### config.mk
export PLATFORM = sky130hd
export DESIGN_NAME = universal_shift_register
export DESIGN_NICKNAME = d
export VERILOG_FILES = /design/src/rtl/universal_shift_register.sv
export SDC_FILE = /design/constraint.sdc
export NUM_CORES = 1
export LEC_CHECK = 0
export ABC_AREA = 1
export BUFFER_PORTS_ARGS = -buffer_cell sky130_fd_sc_hd__clkbuf_2
export CORE_UTILIZATION = 55
export CTS_CLUSTER_DIAMETER = 200
export DETAILED_ROUTE_END_ITERATION = 7
export PLACE_DENSITY = 0.83
export RECOVER_POWER = 25
export SETUP_SLACK_MARGIN = 0.05
export SYNTH_ARGS = -nofsm -noshare
export SYNTH_HDL_FRONTEND = slang
export SYNTH_SLANG_ARGS = --single-unit
### constraint.sdc
create_clock -name clk -period 1.6 [get_ports clk]
set_input_delay 0.24 -clock clk [delete_from_list [all_inputs] [get_ports clk]]
set_output_delay 0.24 -clock clk [all_outputs]
set_load 0.02 [all_outputs]
### src/rtl/universal_shift_register.sv
// Universal shift register (hold / shift L / shift R / load) with an autonomous burst mode.
// Optional rotate feature enabled by defining USR_ROTATE_EN.
module universal_shift_register #(
  parameter int               WIDTH     = 8,
  parameter logic [WIDTH-1:0] RESET_VAL = '0,
  parameter int               CNT_W     = $clog2(WIDTH + 1)
) (
  input  logic             clk,
  input  logic             reset,
  input  logic [1:0]       mode,
  input  logic [WIDTH-1:0] parallelIn,
  input  logic             serialInL,
  input  logic             serialInR,
  input  logic             start,
  input  logic [CNT_W-1:0] shiftLen,
  input  logic             dir,
  input  logic             rotate,
  output logic [WIDTH-1:0] parallelOut,
  output logic             serialOutL,
  output logic             serialOutR,
  output logic             busy,
  output logic             done,
  output logic             o_dbg_state
);

  // Handshake: start is a level sampled only in IDLE; a start seen while busy is dropped.
  // done is a one-cycle pulse that coincides with the first IDLE cycle after a burst.

  typedef enum logic {
    S_IDLE  = 1'b0,
    S_BURST = 1'b1
  } state_t;

  state_t           r_state;
  logic [WIDTH-1:0] r_reg;
  logic [CNT_W-1:0] r_rem;
  logic             r_dir;
  logic             r_busy;
  logic             r_done;

  state_t           w_state_n;
  logic [WIDTH-1:0] w_reg_n;
  logic [CNT_W-1:0] w_rem_n;
  logic             w_dir_n;
  logic             w_busy_n;
  logic             w_done_n;

  logic             w_in_l;
  logic             w_in_r;
  logic [CNT_W-1:0] w_eff_len;

`ifdef USR_ROTATE_EN
  assign w_in_l = rotate ? r_reg[WIDTH-1] : serialInL;
  assign w_in_r = rotate ? r_reg[0]       : serialInR;
`else
  logic w_unused_rotate;
  assign w_unused_rotate = rotate;
  assign w_in_l = serialInL;
  assign w_in_r = serialInR;
`endif

  // Requested lengths beyond the register width saturate.
  assign w_eff_len = (shiftLen > CNT_W'(WIDTH)) ? CNT_W'(WIDTH) : shiftLen;

  always_comb begin
    w_state_n = r_state;
    w_reg_n   = r_reg;
    w_rem_n   = r_rem;
    w_dir_n   = r_dir;
    w_busy_n  = r_busy;
    w_done_n  = 1'b0;
    case (r_state)
      S_IDLE: begin
        if (start) begin
          if (w_eff_len != '0) begin
            w_state_n = S_BURST;
            w_rem_n   = w_eff_len;
            w_dir_n   = dir;
            w_busy_n  = 1'b1;
          end else begin
            w_done_n  = 1'b1;
          end
        end else begin
          case (mode)
            2'b01:   w_reg_n = {r_reg[WIDTH-2:0], w_in_l};
            2'b10:   w_reg_n = {w_in_r, r_reg[WIDTH-1:1]};
            2'b11:   w_reg_n = parallelIn;
            default: w_reg_n = r_reg;
          endcase
        end
      end
      S_BURST: begin
        w_reg_n = r_dir ? {w_in_r, r_reg[WIDTH-1:1]} : {r_reg[WIDTH-2:0], w_in_l};
        w_rem_n = r_rem - CNT_W'(1);
        if (r_rem == CNT_W'(1)) begin
          w_state_n = S_IDLE;
          w_busy_n  = 1'b0;
          w_done_n  = 1'b1;
        end
      end
      default: w_state_n = S_IDLE;
    endcase
  end

  always_ff @(posedge clk or posedge reset) begin
    if (reset) begin
      r_state <= S_IDLE;
      r_reg   <= RESET_VAL;
      r_rem   <= '0;
      r_dir   <= 1'b0;
      r_busy  <= 1'b0;
      r_done  <= 1'b0;
    end else begin
      r_state <= w_state_n;
      r_reg   <= w_reg_n;
      r_rem   <= w_rem_n;
      r_dir   <= w_dir_n;
      r_busy  <= w_busy_n;
      r_done  <= w_done_n;
    end
  end

  assign parallelOut = r_reg;
  assign serialOutL  = r_reg[WIDTH-1];
  assign serialOutR  = r_reg[0];
  assign busy        = r_busy;
  assign done        = r_done;
  assign o_dbg_state = r_state;

endmodule

Word-level counts from Yosys, hierarchy flattened
Cells that the tools add are included.

Register bits after elaboration: 16. Bits of input ports: 21. Logic and storage cells: 43.

Add/sub/neg operators: 1. Order comparisons: 1. Eq/ne operators: 9. Muxes and demuxes: 20. Bitwise gates (word level): 1. Reduce and logical (&&, ||, !) cells: 5.

Operators with widths (count): $pmux W8 S3 (1); $mux W8 (2); $pmux W8 S2 (1); $mux W4 (3); $mux W1 (9); $pmux W4 S2 (1); $ne A2 B2 Y1 const B (3); $pmux W1 S2 (3); $reduce_and A3 Y1 (2); $eq A2 B2 Y1 const B (2); $eq A4 B1 Y1 const B (1); $gt A4 B4 Y1 const B (1); $ne A4 B1 Y1 const B (1); $reduce_and A2 Y1 (2); $reduce_bool A4 Y1 (1); $sub A4 B1 Y4 const B (1); $eq A2 B1 Y1 const B (1); $ne A2 B1 Y1 const B (1); $not A1 Y1 (1).

Depth between registers and ports, before layout
Depth in word-level cells: 6. Depth in mapped cells: 9. Gate-level depth less buffers: 8.

Least setup slack after synthesis
No wires, ideal clock.

Kind: register -> register. From: register r_state (netlist: o_dbg_state). To: register r_reg[1] (netlist: parallelOut[1]). Library setup time: 0.121 ns. Data arrival time: 1.037 ns. Data required time: 1.479 ns. Path slack: 0.442 ns. Stages on the path, launching flop included: 7. Path buffers: 0. Cells stage by stage: dfrtp_1 > nor2_2 > inv_2 > nand2_4 > inv_4 > nor2_1 > a21oi_2.

Cells in the longest elaborated chain, start to end: 3.

RTL lines: start: declaration (RTL line 34) `state_t r_state;`; start signal: assignment (RTL line 114) `r_state <= w_state_n;`; $not A1 Y1 (no line); $ne A4 B1 Y1 (no line) / $ne A2 B2 Y1 (equally long branches); $reduce_and A2 Y1 (no line); end signal: assignment (RTL line 115) `r_reg <= w_reg_n;`; end: declaration (RTL line 35) `logic [WIDTH-1:0] r_reg;`.

Several ways; a longest one is shown, not always the timed one. A chain may end at the register's enable or synchronous reset.

Worst setup path after layout
From: register r_state (netlist: o_dbg_state). To: register r_reg[5] (netlist: parallelOut[5]).

The elaborated chain is that of the path after synthesis.

==> out/qor.csv <==
metric,value,unit
io_pins,34,
clk-insertion-delay-late,0.30,ns
diodes,0,
seq_area_frac_synth,0.329,
syn_nets,223,
post-route-util,0.694,
routed_via_density,5.14,
post-synth-top-count-cell,nand2_1,
hpwl,2100,um
grt_start_max_net_pins,18,
start_util,0.602,
combPwrFrac,0.575,
fin_tns_setup,0,ns
cts_made_buffers,3,
nets,254,
min_path_type,input pin to async pin,
syn_area,1220,um^2
final_cell_area,1400,um^2
reg2regPathDepth,4,
dp_cells,251,
grt_pass1_vias,1183,
synth-seq-cells,16,
crit_path_end,parallelOut[5],
drv_cap,0,
cts_num_sinks,16,
fillers,188,
total_power,2.81,mW
vias,1311,
power.density,2000,nW/um^2
maxSlewViolCount,0,
syn_to_final_growth,15.2,%
cp_max_fo,13,
grt_overflow,0,
arrival,1.55,ns
core_area,2020,um^2
route.detailed.drc,0,
setup_viol,0,
clkPwrFrac,0.101,
start_kind,register,
syn_inst,198,
period_share,0.824,
routedWlPerCell,10.8,um
async_flop_share,1.00,
tightest_slew,0.620,ns
grt_pass1_wl,4840,um
antenna_found_initial,0,
r2r_start,o_dbg_state,
finalCriticalPeriod,1.32,ns
synth_ff_type,dfrtp_1,
yosysWarnings,0,
synth_cell_type_count,22,
startpoint,o_dbg_state,
seqPwrFrac,0.324,
p_sw_frac,0.512,
dpl_cell_area,1370,um^2
drive_gt1_frac,0.206,
fin_skew,0.00273,ns
status,"finished, violations left",
htree_levels,1,
wl,2750,um
setup_ws,0.282,ns
drtIter0Drc,32,
max_slew_margin,0.586,
p_switching,1.44,mW
syn_avg_cell_area,6.15,um^2
dp_slack,0.160,ns
gp_congestion,0.827,
ant_nets,0,
cp.required,1.83,ns
p_int,1.37,mW
fmax,0.759,GHz
cts_setup_buffers,0,
peakVddDrop,1020,uV
synth_edf_count,0,
yosys-top-cells-area,"dfrtp_1 33%, nand2_1 23%, nor2_1 12%, inv_1 7.7%, ha_1 4.1%",
hold_viol_final,16,
synth_largest_area_cell,dfrtp_1,
root_buffer,clkbuf_4,
rsz0062_at_grt,no,
rows,16,
fin_hold_ws,-0.0139,ns
hold_buffers,0,
r2r-end,parallelOut[5],
netlist.area_leader.share,0.329,
port_buffers,32,
cp-end-kind,register,
synthTopCellsByCount,"76 x nand2_1, 39 x nor2_1, 25 x inv_1",
die_area,2410,um^2
clkSlewWorstSetupHoldPaths,0.11,ns
cts_tree,done,
leakagePower,0.844,nW
die_x,49.0,um
final_cells,255,
track_usage,0.259,
drt-pass1-iter-count,4,
critPathKind,register to register,
reg2reg_setup_slack,0.28,ns
die_h,49.0,um
max-clock-path-buffers,2,
violations,hold timing,
cts.repair.resized,0,
[registers in the layout, summed over array words and instances (netlist names)]
name         count
parallelOut      8
r_rem            4
busy             1
done             1
o_dbg_state      1
r_dir            1
[logic make-up after synthesis]
logic type / count (synthesis) / synth area share
simple gates: 127 / 0.417
buf+inv: 35 / 0.135
compound gates: 16 / 0.0781
flops: 16 / 0.329
fa+ha+maj: 4 / 0.0411
[critical path, cell delays in order (launching register included)]
cell     delay, ns
dfrtp_1       0.50
inv_1         0.37
buf_4         0.20
nand2_1       0.05
a21oi_1       0.13
[power groups by stage]
stage	Clock, mW	Sequential (mW)	Combinational (mW)
6_report	0.284	0.910	1.62
5_1_grt	0.302	0.943	1.85
4_1_cts	0.284	0.907	1.62
3_5_place_dp	0	0.914	1.62
3_3_place_gp	0	0.900	1.55
2_1_floorplan	0	0.972	1.17
[cells in the final DEF, fill, tap and decap left out]
cell / count
o21ai_0: 2
clkbuf_8: 1
a31oi_1: 2
nor2_4: 1
a21oi_1: 7
nand2_1: 76
inv_2: 1
nor2_2: 1
o21ai_1: 1
nand4_1: 1
nor2_1: 39
nand2_2: 1
clkbuf_2: 32
buf_4: 2
a21oi_2: 3
dfrtp_1: 16
inv_4: 1
nand2_4: 1
nand3_1: 7
ha_1: 4
clkbuf_4: 3
inv_1: 25
o22ai_1: 1
[metal layers]
metal / global-route usage / share of wire
met1: 0.292 / 0.42
met4: 0.113 / 0.0098
met5: 0 / 0
met2: 0.477 / 0.52
met3: 0.0405 / 0.047
[cell type report]
type                    instances  area, um^2  share of cell area
repair buffers                 34         175               0.125
inverters                      27         104              0.0740
clock buffers                   4        36.3              0.0259
multi-input cells             147         653               0.466
flip-flops and latches         16         400               0.285
well taps                      27        33.8              0.0241
[worst min-delay path by stage]
| stage | start | end | slack, ns | cells after the start |
|---|---|---|---|---|
| 3_5_place_dp | reset | done | 0.33 | 2 |
| 3_3_place_gp | reset | parallelOut[0] | 0.32 | 2 |
| 4_1_cts | reset | parallelOut[3] | 0.003 | 2 |
| 2_1_floorplan | reset | busy | 0.15 | 1 |
| 6_report | reset | parallelOut[3] | -0.01 | 2 |
| 5_1_grt | reset | parallelOut[3] | 0.04 | 2 |
No activity file was read; power rests on OpenSTA's default activity.
